## config.mk

```make
export PLATFORM = sky130hd
export DESIGN_NAME = pwm_multichannel_flat
export DESIGN_NICKNAME = d
export VERILOG_FILES = /design/src/rtl/pwm_multichannel_if.sv /design/src/rtl/pwm_multichannel.sv /design/src/flat_wrapper.sv
export SDC_FILE = /design/constraint.sdc
export NUM_CORES = 1
export LEC_CHECK = 0
export ABC_AREA = 1
export CAP_MARGIN = 15
export CORE_MARGIN = 5
export CORE_UTILIZATION = 45
export DETAILED_ROUTE_END_ITERATION = 10
export DONT_BUFFER_PORTS = 1
export GPL_TIMING_DRIVEN = 0
export PLACE_DENSITY = 0.58
export RECOVER_POWER = 25
export SLEW_MARGIN = 20
export SYNTH_ARGS = -nofsm -noshare
export SYNTH_HDL_FRONTEND = slang
export SYNTH_SLANG_ARGS = --single-unit
```

## constraint.sdc

```tcl
create_clock -name clk -period 2.24 [get_ports clk]
set_input_delay 0.448 -clock clk [delete_from_list [all_inputs] [get_ports clk]]
set_output_delay 0.448 -clock clk [all_outputs]
set_load 0.05 [all_outputs]
```

## src/rtl/pwm_multichannel_if.sv

```systemverilog
// Configuration bus for pwm_multichannel: shadow writes, mode, commit request
// and the commit_pending status returned by the PWM block.
interface pwm_multichannel_if #(
    parameter int COUNTER_WIDTH = 8,
    parameter int ADDR_WIDTH    = 3
);
    logic                     cfg_we;
    logic [ADDR_WIDTH-1:0]    cfg_addr;
    logic [COUNTER_WIDTH-1:0] cfg_wdata;
    logic                     cfg_mode;
    logic                     cfg_commit;
    logic                     commit_pending;

    modport master (
        output cfg_we, cfg_addr, cfg_wdata, cfg_mode, cfg_commit,
        input  commit_pending
    );

    modport slave (
        input  cfg_we, cfg_addr, cfg_wdata, cfg_mode, cfg_commit,
        output commit_pending
    );
endinterface

```

## src/rtl/pwm_multichannel.sv

```systemverilog
// Multichannel PWM sharing one edge/center-aligned counter, with shadowed
// period, duty and mode registers transferred at period boundaries.
module pwm_multichannel #(
    parameter int COUNTER_WIDTH = 8,
    parameter int NUM_CHANNELS  = 4,
    parameter int ADDR_WIDTH    = 3
) (
    input  logic                     clk,
    input  logic                     reset,
    input  logic                     enable,
    pwm_multichannel_if.slave        cfg,
    output logic [NUM_CHANNELS-1:0]  pwm_out,
    output logic                     period_end,
    output logic [COUNTER_WIDTH-1:0] counter
);
    localparam int CW = COUNTER_WIDTH;
    localparam int NC = NUM_CHANNELS;

    typedef enum logic {DIR_UP, DIR_DOWN} dir_e;

    logic [CW-1:0]         cnt_q, cnt_d;
    dir_e                  dir_q, dir_d;
    logic [CW-1:0]         per_q, per_d;
    logic [CW-1:0]         sh_per_q, sh_per_d;
    logic [NC-1:0][CW-1:0] duty_q, duty_d;
    logic [NC-1:0][CW-1:0] sh_duty_q, sh_duty_d;
    logic                  mode_q, mode_d;
    logic                  sh_mode_q, sh_mode_d;
    logic                  pend_q, pend_d;
    logic [NC-1:0]         pwm_q, pwm_d;
    logic                  pe_q, pe_d;
    logic                  boundary;
    logic                  new_commit;
    logic [CW-1:0]         last;

    assign new_commit = cfg.cfg_commit && !pend_q;
    assign last       = per_q - CW'(1);

    always_comb begin
        cnt_d     = cnt_q;
        dir_d     = dir_q;
        per_d     = per_q;
        duty_d    = duty_q;
        mode_d    = mode_q;
        sh_per_d  = sh_per_q;
        sh_duty_d = sh_duty_q;
        sh_mode_d = sh_mode_q;
        pend_d    = pend_q | cfg.cfg_commit;
        pwm_d     = pwm_q;
        pe_d      = 1'b0;
        boundary  = 1'b0;

        if (cfg.cfg_we) begin
            if (cfg.cfg_addr == '0) sh_per_d = cfg.cfg_wdata;
            for (int k = 0; k < NC; k++) begin
                if (cfg.cfg_addr == ADDR_WIDTH'(k + 1)) sh_duty_d[k] = cfg.cfg_wdata;
            end
        end
        if (new_commit) sh_mode_d = cfg.cfg_mode;

        if (enable) begin
            for (int i = 0; i < NC; i++) begin
                pwm_d[i] = (per_q != '0) && (cnt_q < duty_q[i]);
            end
            if (per_q == '0) begin
                boundary = 1'b1;
                cnt_d    = '0;
                dir_d    = DIR_UP;
            end else if (!mode_q) begin
                if (cnt_q == last) begin
                    boundary = 1'b1;
                    cnt_d    = '0;
                end else begin
                    cnt_d = cnt_q + CW'(1);
                end
            end else if (dir_q == DIR_UP) begin
                // the top value is held one extra cycle as the direction turns
                if (cnt_q == last) dir_d = DIR_DOWN;
                else               cnt_d = cnt_q + CW'(1);
            end else begin
                if (cnt_q == '0) begin
                    boundary = 1'b1;
                    dir_d    = DIR_UP;
                end else begin
                    cnt_d = cnt_q - CW'(1);
                end
            end
            pe_d = boundary;
            if (boundary && pend_d) begin
                per_d  = sh_per_q;
                duty_d = sh_duty_q;
                mode_d = new_commit ? cfg.cfg_mode : sh_mode_q;
                pend_d = 1'b0;
                cnt_d  = '0;
                dir_d  = DIR_UP;
            end
        end
    end

    always_ff @(posedge clk or negedge reset) begin
        if (!reset) begin
            cnt_q     <= '0;
            dir_q     <= DIR_UP;
            per_q     <= '0;
            sh_per_q  <= '0;
            duty_q    <= '0;
            sh_duty_q <= '0;
            mode_q    <= 1'b0;
            sh_mode_q <= 1'b0;
            pend_q    <= 1'b0;
            pwm_q     <= '0;
            pe_q      <= 1'b0;
        end else begin
            cnt_q     <= cnt_d;
            dir_q     <= dir_d;
            per_q     <= per_d;
            sh_per_q  <= sh_per_d;
            duty_q    <= duty_d;
            sh_duty_q <= sh_duty_d;
            mode_q    <= mode_d;
            sh_mode_q <= sh_mode_d;
            pend_q    <= pend_d;
            pwm_q     <= pwm_d;
            pe_q      <= pe_d;
        end
    end

    assign counter            = cnt_q;
    assign pwm_out            = pwm_q;
    assign period_end         = pe_q;
    assign cfg.commit_pending = pend_q;
endmodule

```

## src/flat_wrapper.sv

```systemverilog
// flat-port wrapper written by rule: the top's interface ports become plain ports
module pwm_multichannel_flat 
#(
    parameter int COUNTER_WIDTH = 8,
    parameter int NUM_CHANNELS  = 4,
    parameter int ADDR_WIDTH    = 3
)
  (clk, reset, enable, pwm_out, period_end, counter, cfg_cfg_we, cfg_cfg_addr, cfg_cfg_wdata, cfg_cfg_mode, cfg_cfg_commit, cfg_commit_pending);
  pwm_multichannel_if #(.COUNTER_WIDTH(COUNTER_WIDTH), .ADDR_WIDTH(ADDR_WIDTH)) cfg_i ();
  input  logic clk;
  input  logic reset;
  input  logic enable;
  output logic [NUM_CHANNELS-1:0] pwm_out;
  output logic period_end;
  output logic [COUNTER_WIDTH-1:0] counter;
  input wire logic [$bits(cfg_i.cfg_we)-1:0] cfg_cfg_we;
  input wire logic [$bits(cfg_i.cfg_addr)-1:0] cfg_cfg_addr;
  input wire logic [$bits(cfg_i.cfg_wdata)-1:0] cfg_cfg_wdata;
  input wire logic [$bits(cfg_i.cfg_mode)-1:0] cfg_cfg_mode;
  input wire logic [$bits(cfg_i.cfg_commit)-1:0] cfg_cfg_commit;
  output wire logic [$bits(cfg_i.commit_pending)-1:0] cfg_commit_pending;
  assign cfg_i.cfg_we = cfg_cfg_we;
  assign cfg_i.cfg_addr = cfg_cfg_addr;
  assign cfg_i.cfg_wdata = cfg_cfg_wdata;
  assign cfg_i.cfg_mode = cfg_cfg_mode;
  assign cfg_i.cfg_commit = cfg_cfg_commit;
  assign cfg_commit_pending = cfg_i.commit_pending;
  pwm_multichannel #(.COUNTER_WIDTH(COUNTER_WIDTH), .NUM_CHANNELS(NUM_CHANNELS), .ADDR_WIDTH(ADDR_WIDTH)) u_core (.clk(clk), .reset(reset), .enable(enable), .cfg(cfg_i), .pwm_out(pwm_out), .period_end(period_end), .counter(counter));
endmodule
```

# Yosys cells after proc, flatten, opt, wreduce, memory -nomap -nowiden
# Cells that the tools add are included.
[totals]
ff_bits = 97
latch_bits = 0
ram_bits = 0
rom_bits = 0
in_bits = 17
out_inout_bits = 14
n_memories = 0
[op_classes]
n_addsub = 3
multipliers = 0
n_div = 0
n_lt_le_gt_ge = 4
eq_ne = 7
shift = 0
mux = 22
bitwise_logic = 1
reduce_logical = 20
[op_table]
columns = ["cell", "count"]
rows = [
  ["8-bit 2-to-1 mux", 7],
  ["8-bit < comparator", 4],
  ["8-bit logical NOT", 2],
  ["8-bit by 1-bit subtractor with 8-bit output (second input constant)", 2],
  ["1-bit 2-to-1 mux", 15],
  ["2-bit AND reduction", 7],
  ["8-bit by 1-bit adder with 8-bit output (second input constant)", 1],
  ["8-bit equality test", 1],
  ["8-bit nonzero test", 1],
  ["3-bit by 2-bit equality test with 1-bit output (second input constant)", 2],
  ["1-bit logical AND", 6],
  ["5-bit by 4-bit inequality test with 1-bit output (second input constant)", 1],
  ["5-bit inequality test (second input constant)", 1],
  ["3-bit by 1-bit equality test with 1-bit output (second input constant)", 1],
  ["3-bit equality test (second input constant)", 1],
  ["3-bit logical NOT", 1],
  ["3-bit AND reduction", 1],
  ["3-bit nonzero test", 1],
  ["1-bit logical NOT", 1],
  ["1-bit bitwise OR", 1],
]

# Depth between registers and ports, before layout
# Gate-level depths: netlist of run 1.
[depth]
word_depth = 9
mapped_depth = 16
mapped_depth_nobuf = 15

# Worst setup path after synthesis of run 1
# Ideal clock, no wire load.
[synth_timing]
path_kind = "register to register"
start = "register u_core.cnt_q[4] (netlist: u_core.counter[4])"
end = "register u_core.per_q[1]"
setup_time_ns = 0.122
t_arrival_ns = 2.083
setup_slack_ns = 0.034
path_stages_with_launch = 14
synth_period_minus_slack_ns = 2.206
path_cell_list = "dfrtp_1 -> buf_2 -> inv_2 -> nand2_1 -> nand2_1 -> xnor2_1 -> nand2_1 -> nor2_2 -> nand3_2 -> nand2_2 -> nand2_2 -> nor2_8 -> buf_4 -> o21ai_1"
[synth_via]
elab_chain_cells = 8
word_cells_on_any_way = 10
classes_between = "eq/ne: 1; mux: 6; reduce/logical: 3"
[synth_lines]
columns = ["item", "line", "rtl"]
rows = [
  ["start: declaration", "pwm_multichannel.sv:21", "logic [CW-1:0] cnt_q, cnt_d;"],
  ["start signal: assignment", "pwm_multichannel.sv:114", "cnt_q <= cnt_d;"],
  ["8-bit logical NOT", "pwm_multichannel.sv:81", "if (cnt_q == '0) begin"],
  ["1-bit 2-to-1 mux", "pwm_multichannel.sv:81", ""],
  ["1-bit 2-to-1 mux", "pwm_multichannel.sv:76", "end else if (dir_q == DIR_UP) begin"],
  ["1-bit 2-to-1 mux (*)", "pwm_multichannel.sv:69", "end else if (!mode_q) begin"],
  ["1-bit 2-to-1 mux (*)", "pwm_multichannel.sv:65", "if (per_q == '0) begin"],
  ["1-bit 2-to-1 mux (*)", "pwm_multichannel.sv:61", "if (enable) begin"],
  ["1-bit logical AND (*)", "pwm_multichannel.sv:89", "if (boundary && pend_d) begin"],
  ["2-bit AND reduction (no source line) (*)", "n/a", ""],
  ["end signal: assignment", "pwm_multichannel.sv:116", "per_q <= per_d;"],
  ["end: declaration", "pwm_multichannel.sv:23", "logic [CW-1:0] per_q, per_d;"],
]
# Mark *: on every way between the ends. The rest lies on a longest branch, timed or not. The select of a mux whose other input is x is not followed.
# A chain may end at the register's enable or synchronous reset.

# Worst setup path in the final report of run 1
[layout_timing]
start = "register u_core.cnt_q[4] (netlist: u_core.counter[4])"
end = "register u_core.per_q[6]"
# The elaborated chain is that of the path after synthesis.

==> run metrics, run 1 <==
CP Launch Type register; register clock-pin slew on the reported worst setup and hold paths about 90 ps; drc violations 0; Syn Area/Cell approximately 8.6 µm²; antenna cells 0; TritonRoute pass-1 iters 4; Max Root-Sink Buffers 2; Hold WS -241 ps; highest cell delay on the worst timing path 610 ps; core area between 10000 and 15000 µm²; Initial Util between 40 and 50%; gpl congestion around 0.87; PnR worst setup slack -6.02 ps; Clock Latency Late Sink roughly 380 ps; DPL Wire Length 8210 µm; Die ar. 13200 µm²; Root Buffer clkbuf_8; vias per cell 5.25; Top FF cell, synth dfrtp_1; Final Slew Violations 0; total negative slack -6.06 ps; failing checks negative hold slack, negative setup slack; family with the most delay on the worst path simple AND/OR/NAND/NOR gates; crit path capture type register; Seq cells post-synth just under 100; dpl cells ~720; Yosys top cell by area dfrtp_1; Synth top area share approximately half; critical path type reg -> reg; # fillers 1002; crit-path max FO 7; fin cells 754; total gr overflow 0; peak supply drop 0.688 mV; EDFF count, synth 0; post-synthesis instance area between 4000 and 5000 µm²; post-route ant nets 0; commonest non-fill, non-tap cell in the layout nand2_1; initial antenna violation count 0; worst slack, placed -582 ps; Power Total roughly 7.2 mW; Least-Margin Pin Slew a little over 500 ps; Total Wirelength ~12000 µm; PD cells ~1200 nW/µm²; Synthesized Nets roughly 630; CTS sink count between 90 and 100; layout net count 660; initial drt markers 244; total number of vias around 4000; Chip Height 115 µm; Total Routing Usage GR between 10% and 20%; CTS buffer count 9; I/O pin count 31; final setup vio count 2; Ys Warns 0; Tcrit/Tclk final 100%; critical path arrival roughly 2600 ps; final core occ 54.5%; largest net degree at the start of global routing 98; WL per Instance roughly 16 µm; Max-Slew Margin vs Limit ~66%; Mapped Cells between 500 and 600; final hold vios 97; Rows 38; Clock H-tree levels 3; crit path buf inv count 4; vias in the first global route between 3000 and 4000; status finished with violations; Setup Skew 8.69 ps; share of cells above drive strength 1 roughly 19%; RSZ-0062 raised after global routing yes; Final Critical Period between 2000 and 2500 ps; I/O Buffers 0; Yosys cell types 31; fin area a little under 6000 µm²; Layout area overhead 18.8%; CP cell instances buf_6, inv_4, nand2_2, nand2_2, xnor2_2, nand2_1, nor2_4, nand3_4, nand2_4, nand2_8, nor2_4, buf_12, buf_6, nand2_1, o21ai_1; area occupied by multi-input gates between 2000 and 2500 µm²; dominant cells by area after synthesis dfrtp_1, nand2_1, ha_1; max-cap violations 0; Slowest-stage cell, CP dfrtp_4; post-synthesis sequential area ratio 49.1%; first-pass GRT wire length between 15000 and 20000 µm; Hold WC Path Type in -> async; CTS tree built; fmax 445 MHz; Leak between 2 and 3 nW; Worst EP required about 2500 ps; register area roughly 2500 µm²; DIE WIDTH ~110 µm; ys async rst share between 90% and 100%; placed cell areas roughly 5100 µm²; most frequent cells in the layout nand2_1, dfrtp_1, inv_1, o21ai_0, ha_1
[worst register-to-register path, stage by stage (launching register included)]
cell and delay, ps:
dfrtp_4 610, buf_6 190, inv_4 60, nand2_2 40, nand2_2 80, xnor2_2 110, nand2_1 90, nor2_4 180
nand3_4 100, nand2_4 100, nand2_8 80, nor2_4 140, buf_12 160, buf_6 110, nand2_1 50, o21ai_1 80
[cells in the mapped netlist, types with 3 or more instances]
| library cell | n |
|---|---|
| a21boi_0 | 5 |
| a21oi_1 | 20 |
| buf_4 | 4 |
| buf_6 | 4 |
| clkbuf_1 | 6 |
| dfrtp_1 | 97 |
| ha_1 | 33 |
| inv_1 | 68 |
| nand2_1 | 143 |
| nand3_1 | 24 |
| nand4_1 | 7 |
| nor2_1 | 27 |
| nor2_2 | 3 |
| nor3_1 | 5 |
| o211ai_1 | 5 |
| o21ai_0 | 53 |
| o21ai_1 | 39 |
| o41ai_1 | 4 |
| xnor2_1 | 3 |
| xor2_1 | 9 |
[final timing paths]
check,startpoint,end,slack (ps),cells after the start
worst max-delay path,u_core.counter[4]$_DFFE_PN0P_,u_core.per_q[6]$_DFFE_PN0P_,-6,15
worst min-delay path,reset,u_core.counter[0]$_DFFE_PN0P_,-240,0
worst max register to register,u_core.counter[4]$_DFFE_PN0P_,u_core.per_q[6]$_DFFE_PN0P_,-6,15
worst min register to register,u_core.sh_per_q[4]$_DFFE_PN0P_,u_core.sh_per_q[4]$_DFFE_PN0P_,490,2
max in group asynchronous,reset,u_core.sh_duty_q[28]$_DFFE_PN0P_,2340,0
min in group clk,enable,u_core.dir_q$_DFFE_PN0P_,200,1
[flip-flops by register name (all words and copies together) (netlist names)]
| name | count |
|---|---|
| u_core.cfg.commit_pending | 1 |
| u_core.counter | 8 |
| u_core.dir_q | 1 |
| u_core.duty_q | 32 |
| u_core.mode_q | 1 |
| u_core.per_q | 8 |
| u_core.period_end | 1 |
| u_core.pwm_out | 4 |
| u_core.sh_duty_q | 32 |
| u_core.sh_mode_q | 1 |
| u_core.sh_per_q | 8 |
[cells by family after synthesis]
kind of cell               count (synthesis)  synth area share [%]
and+or+nand+nor                          217                  18.9
AOI/OAI and AO/OA                        128                  13.9
DFF                                       97                  49.1
buffers and inverters                     89                  7.74
adders and majority gates                 33                  8.34
xor gates and xnor gates                  12                  2.12
[power breakdown]
| group | switching [mW] | internal, mW | leakage [nW] |
|---|---|---|---|
| clock network | 0.627 | 0.741 | 0.116 |
| logic | 1.46 | 1.17 | 1.60 |
| registers | 0.888 | 2.36 | 1.13 |
[repair_timing]
item                                    CTS  global route
pin swaps                                 5            11
gates resized for setup                  38            67
buffers inserted                          6            11
endpoints found under the setup margin   52            49
gates cloned                              3             3
hold endpoints to repair                 97            97
[final cells by class]
class | instances | area share [%]
buffer | 17 | 2.85
clock buffer | 9 | 2.11
clock inverter | 6 | 1.96
inverter | 72 | 4.70
multi-input combinational | 391 | 40.2
sequential | 97 | 41.7
tap | 140 | 2.98
timing repair buffer | 22 | 3.49
[layer usage]
metal | global-route usage, % | vias up | part of all wire [%]
li1 | - | 1957 | -
met1 | 28.0 | 1903 | 49
met2 | 28.6 | 76 | 45
met3 | 3.42 | 24 | 4.0
met4 | 8.29 | 0 | 2.4
met5 | 0 | - | 0
No activity file was read; power rests on OpenSTA's default activity.
==> run 2, diff against run 1 <==
ABC_AREA = 0   (was 1)
==> run metrics, run 2 <==
status finished with violations (unchanged); failing checks negative hold slack, negative setup slack (unchanged); PnR worst setup slack -471 ps (was -6.02 ps); most frequent cells in the layout dfrtp_1, mux2_2, mux2_4, inv_1, ha_1 (was nand2_1, dfrtp_1, inv_1, o21ai_0, ha_1); Clock H-tree levels 3 (unchanged); crit-path max FO 10 (was 7); top cell types by occurrence after synthesis dfrtp_1, mux2_2, mux2_1 (was nand2_1, dfrtp_1, inv_1); post-synthesis sequential area ratio 48.7% (was 49.1%); CP cell instances buf_4, buf_4, nor3_1, xnor2_1, a211oi_2, nand4b_1, a211oi_4, buf_12, buf_12, mux2_4 (was buf_6, inv_4, nand2_2, nand2_2, xnor2_2, nand2_1, nor2_4, nand3_4, nand2_4, nand2_8, nor2_4, buf_12, buf_6, nand2_1, o21ai_1); Top FF cell, synth dfrtp_1 (unchanged); Clock Latency Late Sink 380 ps (about the same); Yosys top cell by area dfrtp_1 (unchanged); Hold WS -243 ps (was -241 ps); Synth Area in Adders 8.29% (was 8.34%); Seq pwr share 41.7% (was 44.8%); register clock-pin slew on the reported worst setup and hold paths 90 ps (about the same); Worst EP required 2500 ps (was 2540 ps); post-synthesis instance area 4980 µm² (was 4950 µm²); first-pass GRT wire length 18400 µm (was 19800 µm); main combinational cell family by area after synthesis multiplexers (was simple AND/OR/NAND/NOR gates); Initial Util 46.0% (was 45.8%); total negative slack -21320 ps (was -6.06 ps); vias per cell 5.54 (was 5.25); RR Startpoint u_core.per_q[1]$_DFFE_PN0P_ (was u_core.counter[4]$_DFFE_PN0P_); CP Launch Type register (unchanged); DPL Wire Length 7410 µm (was 8210 µm); drc violations 0 (unchanged); total gr overflow 0 (unchanged); fmax 369 MHz (was 445 MHz); peak supply drop 0.575 mV (was 0.688 mV); XOR/XNOR share of the synthesized area 1.58% (was 2.12%); Seq cells post-synth 97 (unchanged); Tcrit/Tclk final 121% (was 100%); register area 2450 µm² (about the same); antenna cells 0 (unchanged); Max Root-Sink Buffers 2 (unchanged); Rows 38 (unchanged); DIE WIDTH 115 µm (about the same); Setup Skew 8.75 ps (was 8.69 ps); Clock power frac 14.4% (was 18.9%); Synth top area share 48.7% (was 49.1%); Root Buffer clkbuf_8 (unchanged); Layout area overhead 19.8% (was 18.8%); terminus of the critical flop-to-flop path u_core.duty_q[18]$_DFFE_PN0P_ (was u_core.per_q[6]$_DFFE_PN0P_); CTS sink count 97 (unchanged); TritonRoute pass-1 iters 4 (unchanged); I/O pin count 31 (unchanged); CTS buffer count 9 (unchanged); crit path capture type register (unchanged); Yosys cell types 54 (was 31); core area 10800 µm² (about the same); highest cell delay on the worst timing path 420 ps (was 610 ps); Post-Synth Simple-Gate Area 9.62% (was 18.9%); final hold vios 97 (unchanged); most frequent cell after synthesis dfrtp_1 (was nand2_1); Ys Warns 0 (unchanged); initial antenna violation count 0 (unchanged); Chip Height 115 µm (about the same); # fillers 917 (was 1002); final setup vio count 51 (was 2); critical path arrival 2970 ps (was 2550 ps); Reg2Reg Setup Slack -470 ps (was -6 ps); dominant cells by area after synthesis dfrtp_1, mux2_2, mux2_1 (was dfrtp_1, nand2_1, ha_1); initial drt markers 135 (was 244); post-route ant nets 0 (unchanged); EDFF count, synth 0 (unchanged); max-cap violations 0 (unchanged); Slowest-stage cell, CP dfrtp_1 (was dfrtp_4); internal power 5.00 mW (was 4.27 mW); area occupied by multi-input gates 2640 µm² (was 2360 µm²); Leak 2.74 nW (was 2.84 nW); critical path type reg -> reg (unchanged); largest net degree at the start of global routing 98 (unchanged); Syn Area/Cell 12.3 µm² (was 8.59 µm²); RSZ-0062 raised after global routing yes (unchanged); PD cells 1370 nW/µm² (was 1230 nW/µm²); Synth Area in Compound Gates 8.64% (was 13.9%); I/O Buffers 0 (unchanged); Final Slew Violations 0 (unchanged); placed cell areas 5210 µm² (was 5120 µm²); Least-Margin Pin Slew 951 ps (was 516 ps); Final Critical Period 2710 ps (was 2250 ps); fin area 5970 µm² (was 5880 µm²); family with the most delay on the worst path buffers and inverters (was simple AND/OR/NAND/NOR gates); Max-Slew Margin vs Limit 36.4% (was 65.6%); worst r2r path cells 10 (was 15); CTS tree built (unchanged); Total Wirelength 11500 µm (was 12100 µm); Combinational Power Share 43.9% (was 36.3%); Synthesized Nets 455 (was 626); Psw 3.15 mW (was 2.97 mW); commonest non-fill, non-tap cell in the layout dfrtp_1 (was nand2_1); crit path buf inv count 4 (unchanged); mux cell area share after synthesis 18.9% (was 0%); WL per Instance 19.5 µm (was 16.1 µm); ys async rst share 100% (unchanged); Mapped Cells 405 (was 576); Die ar. 13300 µm² (was 13200 µm²); gpl congestion 0.798 (was 0.870); vias in the first global route 3396 (was 3817); Largest regs u_core.duty_q x32, u_core.sh_duty_q x32 (unchanged); Hold WC Path Type in -> async (unchanged); share of cells above drive strength 1 37.9% (was 19.4%); Total Routing Usage GR 18.4% (was 19.4%); switch share 38.6% (was 41.0%); layout net count 493 (was 660); total number of vias 3257 (was 3960)
==> run 2: changes by cell type after synthesis, sizes merged, moves of 19 or more <==
cell | before | now
inv | 70 | 36
mux2 | 0 | 82
nand2 | 145 | 15
nand3 | 26 | 6
nor2 | 31 | 12
o21ai | 92 | 4
==> run 2: cell type report <==
class                   count  area share, %
clock buffers              10           2.31
plain buffers              10           2.18
multi-input cells         261           44.2
flip-flops and latches     97           41.1
clock inverters             6          0.964
inverters                  36           2.26
well taps                 140           2.93
repair buffers             28           4.09
==> run 2: timing repair <==
| item | 4_1_cts | 5_1_grt |
|---|---|---|
| resized for setup | 60 | 24 |
| endpoints found under the hold margin | 97 | 97 |
| buffers inserted | 19 | 9 |
| pin swaps | 10 | 11 |
| endpoints found under the setup margin | 49 | 51 |
==> run 2: metrics by stage <==
stage               power (mW)  std cells  setup WS [ps]  hold slack [ps]  util (%)
floorplan                 5.34        405           -231              152         -
global placement          5.95        545           -642              157      47.9
detailed placement        6.06        546           -714              156      48.1
CTS                       7.91        580           -376             -270      53.4
global route              8.72        588           -551             -271      55.1
finish                    8.15        588           -471             -243      55.1
==> run 2: cell families after synthesis <==
logic type | count (synthesis)
adders and majority gates | 33
buffers and inverters | 47
AOI/OAI and AO/OA | 56
DFF | 97
and+or+nand+nor | 79
muxes | 84
xor gates and xnor gates | 9
==> run 2: power groups by stage <==
| stage | combinational, mW | clock (mW) | sequential (mW) |
|---|---|---|---|
| floorplan | 2.16 | 0 | 3.17 |
| global placement | 2.57 | 0 | 3.37 |
| detailed placement | 2.66 | 0 | 3.40 |
| CTS | 3.30 | 1.21 | 3.39 |
| global route | 3.94 | 1.27 | 3.50 |
| finish | 3.58 | 1.17 | 3.40 |
==> run 2: metal layers <==
layer | wire (µm) | GRT usage (%) | up-vias
met2 | 5480 | 29.5 | 54
li1 | - | - | 1526
met1 | 5340 | 24.3 | 1659
met5 | 0 | 0 | -
met3 | 391 | 3.53 | 18
met4 | 247 | 7.98 | 0
==> run 2: worst max-delay path by stage <==
stage / startpoint / cells past startpoint / endpoint / slack [ps]
after global routing: u_core.per_q[1]$_DFFE_PN0P_ / 10 / u_core.per_q[5]$_DFFE_PN0P_ / -550
after CTS: u_core.counter[3]$_DFFE_PN0P_ / 8 / u_core.counter[3]$_DFFE_PN0P_ / -380
final: u_core.per_q[1]$_DFFE_PN0P_ / 10 / u_core.duty_q[18]$_DFFE_PN0P_ / -470
after global placement: u_core.counter[6]$_DFFE_PN0P_ / 7 / u_core.duty_q[12]$_DFFE_PN0P_ / -640
after detailed placement: u_core.counter[6]$_DFFE_PN0P_ / 7 / u_core.duty_q[4]$_DFFE_PN0P_ / -710
after floorplan: u_core.counter[3]$_DFFE_PN0P_ / 7 / u_core.duty_q[0]$_DFFE_PN0P_ / -230
